$ cat src/rtl/sap_controller_sequencer_if.sv
`default_nettype none
// ============================================================================
// Module   : sap_controller_sequencer_if
// Brief    : Opcode/step inputs and control-word outputs of the SAP-1 sequencer
// Revision : 1.0 - initial release
// ============================================================================
interface sap_controller_sequencer_if;
  logic [3:0] opcode;
  logic       step_mode;
  logic       step;
  logic [5:0] t_state;
  logic       halted;
  logic       pc_inc;
  logic       pc_out;
  logic       mar_in;
  logic       ram_out;
  logic       ir_in;
  logic       ir_out;
  logic       a_in;
  logic       a_out;
  logic       b_in;
  logic       alu_out;
  logic       alu_sub;
  logic       out_in;

  modport master (
    input  opcode, step_mode, step,
    output t_state, halted, pc_inc, pc_out, mar_in, ram_out, ir_in, ir_out,
           a_in, a_out, b_in, alu_out, alu_sub, out_in
  );

  modport slave (
    output opcode, step_mode, step,
    input  t_state, halted, pc_inc, pc_out, mar_in, ram_out, ir_in, ir_out,
           a_in, a_out, b_in, alu_out, alu_sub, out_in
  );
endinterface
`default_nettype wire

$ cat src/rtl/sap_controller_sequencer.sv
`default_nettype none
// ============================================================================
// Module   : sap_controller_sequencer
// Brief    : SAP-1 control unit: T1..T6 ring counter decoded with the opcode
// Revision : 1.0 - initial release
// ============================================================================
module sap_controller_sequencer #(
  parameter logic [3:0] OP_LDA = 4'h0,
  parameter logic [3:0] OP_ADD = 4'h1,
  parameter logic [3:0] OP_SUB = 4'h2,
  parameter logic [3:0] OP_OUT = 4'hE,
  parameter logic [3:0] OP_HLT = 4'hF
) (
  input  wire logic                  clock,
  input  wire logic                  reset,
  sap_controller_sequencer_if.master bus
);

  typedef enum logic [5:0] {
    T1 = 6'b000001,
    T2 = 6'b000010,
    T3 = 6'b000100,
    T4 = 6'b001000,
    T5 = 6'b010000,
    T6 = 6'b100000
  } t_state_e;

  t_state_e r_t;
  logic     r_halted;
  logic     r_step_d;
  logic     w_advance;

  // In step mode only the rising edge of the level step counts.
  assign w_advance = bus.step_mode ? (bus.step & ~r_step_d) : 1'b1;

  always_ff @(posedge clock) begin
    if (reset) begin
      r_t      <= T1;
      r_halted <= 1'b0;
      r_step_d <= 1'b0;
    end else begin
      r_step_d <= bus.step;
      if (w_advance && !r_halted) begin
        if (r_t == T4 && bus.opcode == OP_HLT) begin
          r_halted <= 1'b1;
        end else begin
          case (r_t)
            T1:      r_t <= T2;
            T2:      r_t <= T3;
            T3:      r_t <= T4;
            T4:      r_t <= T5;
            T5:      r_t <= T6;
            default: r_t <= T1;
          endcase
        end
      end
    end
  end

  assign bus.t_state = r_t;
  assign bus.halted  = r_halted;

  // Fetch states ignore the opcode: IR is not valid until T3 has closed.
  always_comb begin
    bus.pc_inc  = 1'b0;
    bus.pc_out  = 1'b0;
    bus.mar_in  = 1'b0;
    bus.ram_out = 1'b0;
    bus.ir_in   = 1'b0;
    bus.ir_out  = 1'b0;
    bus.a_in    = 1'b0;
    bus.a_out   = 1'b0;
    bus.b_in    = 1'b0;
    bus.alu_out = 1'b0;
    bus.alu_sub = 1'b0;
    bus.out_in  = 1'b0;
    if (!r_halted) begin
      case (r_t)
        T1: begin
          bus.pc_out = 1'b1;
          bus.mar_in = 1'b1;
        end
        T2: bus.pc_inc = 1'b1;
        T3: begin
          bus.ram_out = 1'b1;
          bus.ir_in   = 1'b1;
        end
        T4: begin
          if (bus.opcode == OP_LDA || bus.opcode == OP_ADD || bus.opcode == OP_SUB) begin
            bus.ir_out = 1'b1;
            bus.mar_in = 1'b1;
          end else if (bus.opcode == OP_OUT) begin
            bus.a_out  = 1'b1;
            bus.out_in = 1'b1;
          end
        end
        T5: begin
          if (bus.opcode == OP_LDA) begin
            bus.ram_out = 1'b1;
            bus.a_in    = 1'b1;
          end else if (bus.opcode == OP_ADD || bus.opcode == OP_SUB) begin
            bus.ram_out = 1'b1;
            bus.b_in    = 1'b1;
          end
        end
        T6: begin
          if (bus.opcode == OP_ADD || bus.opcode == OP_SUB) begin
            bus.alu_out = 1'b1;
            bus.a_in    = 1'b1;
            bus.alu_sub = (bus.opcode == OP_SUB);
          end
        end
        default: ;
      endcase
    end
  end

endmodule
`default_nettype wire
$ cat src/flat_wrapper.sv
// flat-port wrapper written by rule: the top's interface ports become plain ports
module sap_controller_sequencer_flat 
#(
  parameter logic [3:0] OP_LDA = 4'h0,
  parameter logic [3:0] OP_ADD = 4'h1,
  parameter logic [3:0] OP_SUB = 4'h2,
  parameter logic [3:0] OP_OUT = 4'hE,
  parameter logic [3:0] OP_HLT = 4'hF
)
  (clock, reset, bus_opcode, bus_step_mode, bus_step, bus_t_state, bus_halted, bus_pc_inc, bus_pc_out, bus_mar_in, bus_ram_out, bus_ir_in, bus_ir_out, bus_a_in, bus_a_out, bus_b_in, bus_alu_out, bus_alu_sub, bus_out_in);
  sap_controller_sequencer_if bus_i ();
  input  wire logic clock;
  input  wire logic reset;
  input wire logic [$bits(bus_i.opcode)-1:0] bus_opcode;
  input wire logic [$bits(bus_i.step_mode)-1:0] bus_step_mode;
  input wire logic [$bits(bus_i.step)-1:0] bus_step;
  output wire logic [$bits(bus_i.t_state)-1:0] bus_t_state;
  output wire logic [$bits(bus_i.halted)-1:0] bus_halted;
  output wire logic [$bits(bus_i.pc_inc)-1:0] bus_pc_inc;
  output wire logic [$bits(bus_i.pc_out)-1:0] bus_pc_out;
  output wire logic [$bits(bus_i.mar_in)-1:0] bus_mar_in;
  output wire logic [$bits(bus_i.ram_out)-1:0] bus_ram_out;
  output wire logic [$bits(bus_i.ir_in)-1:0] bus_ir_in;
  output wire logic [$bits(bus_i.ir_out)-1:0] bus_ir_out;
  output wire logic [$bits(bus_i.a_in)-1:0] bus_a_in;
  output wire logic [$bits(bus_i.a_out)-1:0] bus_a_out;
  output wire logic [$bits(bus_i.b_in)-1:0] bus_b_in;
  output wire logic [$bits(bus_i.alu_out)-1:0] bus_alu_out;
  output wire logic [$bits(bus_i.alu_sub)-1:0] bus_alu_sub;
  output wire logic [$bits(bus_i.out_in)-1:0] bus_out_in;
  assign bus_i.opcode = bus_opcode;
  assign bus_i.step_mode = bus_step_mode;
  assign bus_i.step = bus_step;
  assign bus_t_state = bus_i.t_state;
  assign bus_halted = bus_i.halted;
  assign bus_pc_inc = bus_i.pc_inc;
  assign bus_pc_out = bus_i.pc_out;
  assign bus_mar_in = bus_i.mar_in;
  assign bus_ram_out = bus_i.ram_out;
  assign bus_ir_in = bus_i.ir_in;
  assign bus_ir_out = bus_i.ir_out;
  assign bus_a_in = bus_i.a_in;
  assign bus_a_out = bus_i.a_out;
  assign bus_b_in = bus_i.b_in;
  assign bus_alu_out = bus_i.alu_out;
  assign bus_alu_sub = bus_i.alu_sub;
  assign bus_out_in = bus_i.out_in;
  sap_controller_sequencer #(.OP_LDA(OP_LDA), .OP_ADD(OP_ADD), .OP_SUB(OP_SUB), .OP_OUT(OP_OUT), .OP_HLT(OP_HLT)) u_core (.clock(clock), .reset(reset), .bus(bus_i));
endmodule
$ cat config.mk
export PLATFORM = sky130hd
export DESIGN_NAME = sap_controller_sequencer_flat
export DESIGN_NICKNAME = d
export VERILOG_FILES = /design/src/rtl/sap_controller_sequencer_if.sv /design/src/rtl/sap_controller_sequencer.sv /design/src/flat_wrapper.sv
export SDC_FILE = /design/constraint.sdc
export NUM_CORES = 1
export LEC_CHECK = 0
export BUFFER_PORTS_ARGS = -buffer_cell sky130_fd_sc_hd__buf_2
export CELL_PAD_IN_SITES_DETAIL_PLACEMENT = 0
export CELL_PAD_IN_SITES_GLOBAL_PLACEMENT = 1
export CORE_UTILIZATION = 33
export DETAILED_ROUTE_END_ITERATION = 8
export MAX_ROUTING_LAYER = met4
export PLACE_DENSITY_LB_ADDON = 0.08
export SYNTH_ARGS = -nofsm -noshare
export SYNTH_HDL_FRONTEND = slang
export SYNTH_SLANG_ARGS = --single-unit
$ cat constraint.sdc
create_clock -name clock -period 3.7 [get_ports clock]
set_input_delay 0.555 -clock clock [delete_from_list [all_inputs] [get_ports clock]]
set_output_delay 0.555 -clock clock [all_outputs]
set_load 0.05 [all_outputs]
==> flow_summary.ini <==
[worst_setup_path]
cp_max_fo = 10
crit_required_ns = 3.14
cp_slowest_stage_delay_ns = 0.60
arrival_ns = 2.20
cp_slowest_cell = or4_4
start_kind = register
r2r_cells = 4
worstReg2RegEnd = u_core.bus.t_state[0]$_SDFFE_PP1P_
crit_path_end_kind = output port
r2r-start = u_core.bus.t_state[0]$_SDFFE_PP1P_
critPathKind = register to output port
cp_cell_sequence = or4_4 -> or3_2 -> nor3_2 -> buf_2
r2r_slack_ns = 1.74

[grt]
busiest_layer = met1
gr-usage-all-layers_pct = 17.96
grt-ovfl-total = 0
grt_max_degree = 12
grt_pass1_vias = 544
antenna_found_initial = 0
grt_pass1_wl_um = 2580
met3_usage_pct = 7.200
grtUsageMet2_pct = 24.64
use_met1_pct = 25.43

[floorplanning]
die_w_um = 45.28
initial_core_util_pct = 35.41
die-area_um2 = 2050
core_um2 = 1745
die_y_um = 45.28
row_count = 15
ioPinCount = 27

[power]
p_clk_share_pct = 26.1
vdd_drop_max_v = 0.0001892
power_switching_mw = 0.1119
seqPwrFrac_pct = 37.6
power.total_mw = 0.2692
power_density_nw_per_um2 = 351.6
power.leakage_nw = 0.3476
combPwrFrac_pct = 36.3
p_int_mw = 0.1573
swShare_pct = 41.57

[hold_path]
hold_class = input port to register
hold_start = bus_step
worstHoldPathCells = 2
hold_end = u_core.r_step_d$_SDFF_PP0_

[job]
maxCapViolCount = 0

[sta]
worst_slack_ns = 0.9435
max_freq_ghz = 0.3628
slew_violations = 0
finalSetupTns_ns = 0
post-route-period-util_pct = 74.50
hold_violations = 0
rsz0062_at_grt = false
skew_ns = 0.003967
setup_viol = 0
period_minus_slack_ns = 2.756
worstMarginPinSlew_ns = 0.4935
relSlewSlack_pct = 66.85

[cts]
postCtsSetupBuffers = 0
clkLatencyLatePin_ns = 0.26
cts_sinks = 8
numCtsBuffers = 3
cts_root_buffer = clkbuf_4
cts_max_level = 1
cts_hold_buf = 0
clockBufferDepth = 2
cts_tree = yes
cts.clk_slew.worst_paths_ns = 0.06
ctsResizeCount = 0

[logic_synthesis]
syn_area_um2 = 618.1
synth-seq-cells = 8
synth_area_per_cell_um2 = 7.272
ys_seq_area_share_pct = 25.91
syn_inst = 85
yosys_warnings = 0
synth.largest_area_cell = dfxtp_1
synthArstFlopShare_pct = 0
syn_nets = 93
netlist_top_cells_area = dfxtp_1 (26%), a21oi_1 (6.5%), nor2_1 (6.1%)
synth_edf_count = 0
synth_top_area_share_pct = 25.91
synth_flop_cell = dfxtp_1
synth_cell_types = 27

[place]
placedCellCount = 129
hpwl_um = 1184
gp_congestion = 0.7687
pre_cts_slack_ns = 1.208
io_buffers = 26

[drt]
routed_wl_um = 1605
vias = 688
drt_pass1_iterations = 4
post_drt_wl_per_cell_um = 12.16
drc = 0
ant_nets = 0
drt_iter0_markers = 9
via_per_inst = 5.212

[run_status]
status = finished, final reports clean

[layout]
antenna_cells = 0
fin_nets = 117
area_growth_pct = 23.89
layout-drive-gt1-share_pct = 32.71
final_cell_count_no_fill = 132
-- layout make-up --
cell class                      instances  area (um^2)
Multi-Input combinational cell         70        421.7
Clock buffer                            3        22.52
Fill cell                             205        979.7
Timing Repair Buffer                   26        130.1
Sequential cell                         8        160.2
Tap cell                               25        31.28
-- worst max-delay path, delay by kind of cell, from the launching register on --
| family | cells | cell delay, ns |
|---|---|---|
| simple gates | 3 | 1.27 |
| flops | 1 | 0.40 |
| buf+inv | 1 | 0.28 |
-- placed cells by master, fill, tap and decap left out, types with 3 or more instances in the layout --
cell type / netlist / final
nand2b_1: 3 / 3
nor3_1: 5 / 4
a21oi_1: 8 / 8
nand2_1: 9 / 9
clkbuf_4: 0 / 3
nor2b_1: 3 / 3
nor2_1: 10 / 10
or3_1: 5 / 5
buf_2: 0 / 26
o21ai_0: 7 / 7
dfxtp_1: 8 / 8
-- worst max path at each step --
stage                                             from          to  depth (start not counted)
floorplan           u_core.bus.t_state[1]$_SDFFE_PP0P_  bus_out_in                          5
global placement    u_core.bus.t_state[0]$_SDFFE_PP1P_   bus_a_out                          4
detailed placement  u_core.bus.t_state[0]$_SDFFE_PP1P_  bus_out_in                          4
CTS                 u_core.bus.t_state[0]$_SDFFE_PP1P_  bus_out_in                          4
global route        u_core.bus.t_state[0]$_SDFFE_PP1P_  bus_out_in                          4
finish              u_core.bus.t_state[0]$_SDFFE_PP1P_  bus_out_in                          4
-- through the flow --
step / instance area [um^2] / hold slack (ns) / utilization [%]
floorplan: 623.1 / 0.6333 / -
global placement: 743.2 / 0.5470 / 42.58
detailed placement: 743.2 / 0.5583 / 42.58
CTS: 765.7 / 0.5283 / 43.87
global route: 765.7 / 0.5671 / 43.87
finish: 765.7 / 0.5340 / 43.87
-- cell families after synthesis --
kind of cell           Yosys count  synth area share (%)
AO/OA/AOI/OAI                   22                 21.46
XOR/XNOR                         2                 2.835
multiplexers                     1                 1.619
flip-flops                       8                 25.91
buffers and inverters            7                 6.679
AND/OR/NAND/NOR                 45                 41.50
-- metal layers --
metal | vias up | wire, um
met5 | - | 0
met2 | 18 | 692
li1 | 350 | -
met1 | 318 | 809
met4 | 0 | 8
met3 | 2 | 93
-- flip-flops by register name (all words and copies together) (netlist names) --
name and count:
u_core.bus.t_state 6, u_core.bus.halted 1, u_core.r_step_d 1
-- synth_stat cells (all sizes together) (2+ instances only) --
cell type and n:
a211oi 2, a21oi 8, buf 3, clkbuf 4
dfxtp 8, nand2 9, nand2b 3, nand3 2
nor2 10, nor2b 3, nor3 5, nor4 3
o21ai 7, o22ai 2, or3 6, or4 2
xor2 2
-- power groups by stage --
stage | combinational (mW) | clock (mW) | sequential (mW)
2_1_floorplan | 0.0731 | 0 | 0.111
3_3_place_gp | 0.0991 | 0 | 0.103
3_5_place_dp | 0.0976 | 0 | 0.103
4_1_cts | 0.0979 | 0.0725 | 0.101
5_1_grt | 0.105 | 0.0771 | 0.103
6_report | 0.0976 | 0.0703 | 0.101
Note: power is estimated with default switching activity, not from simulation.
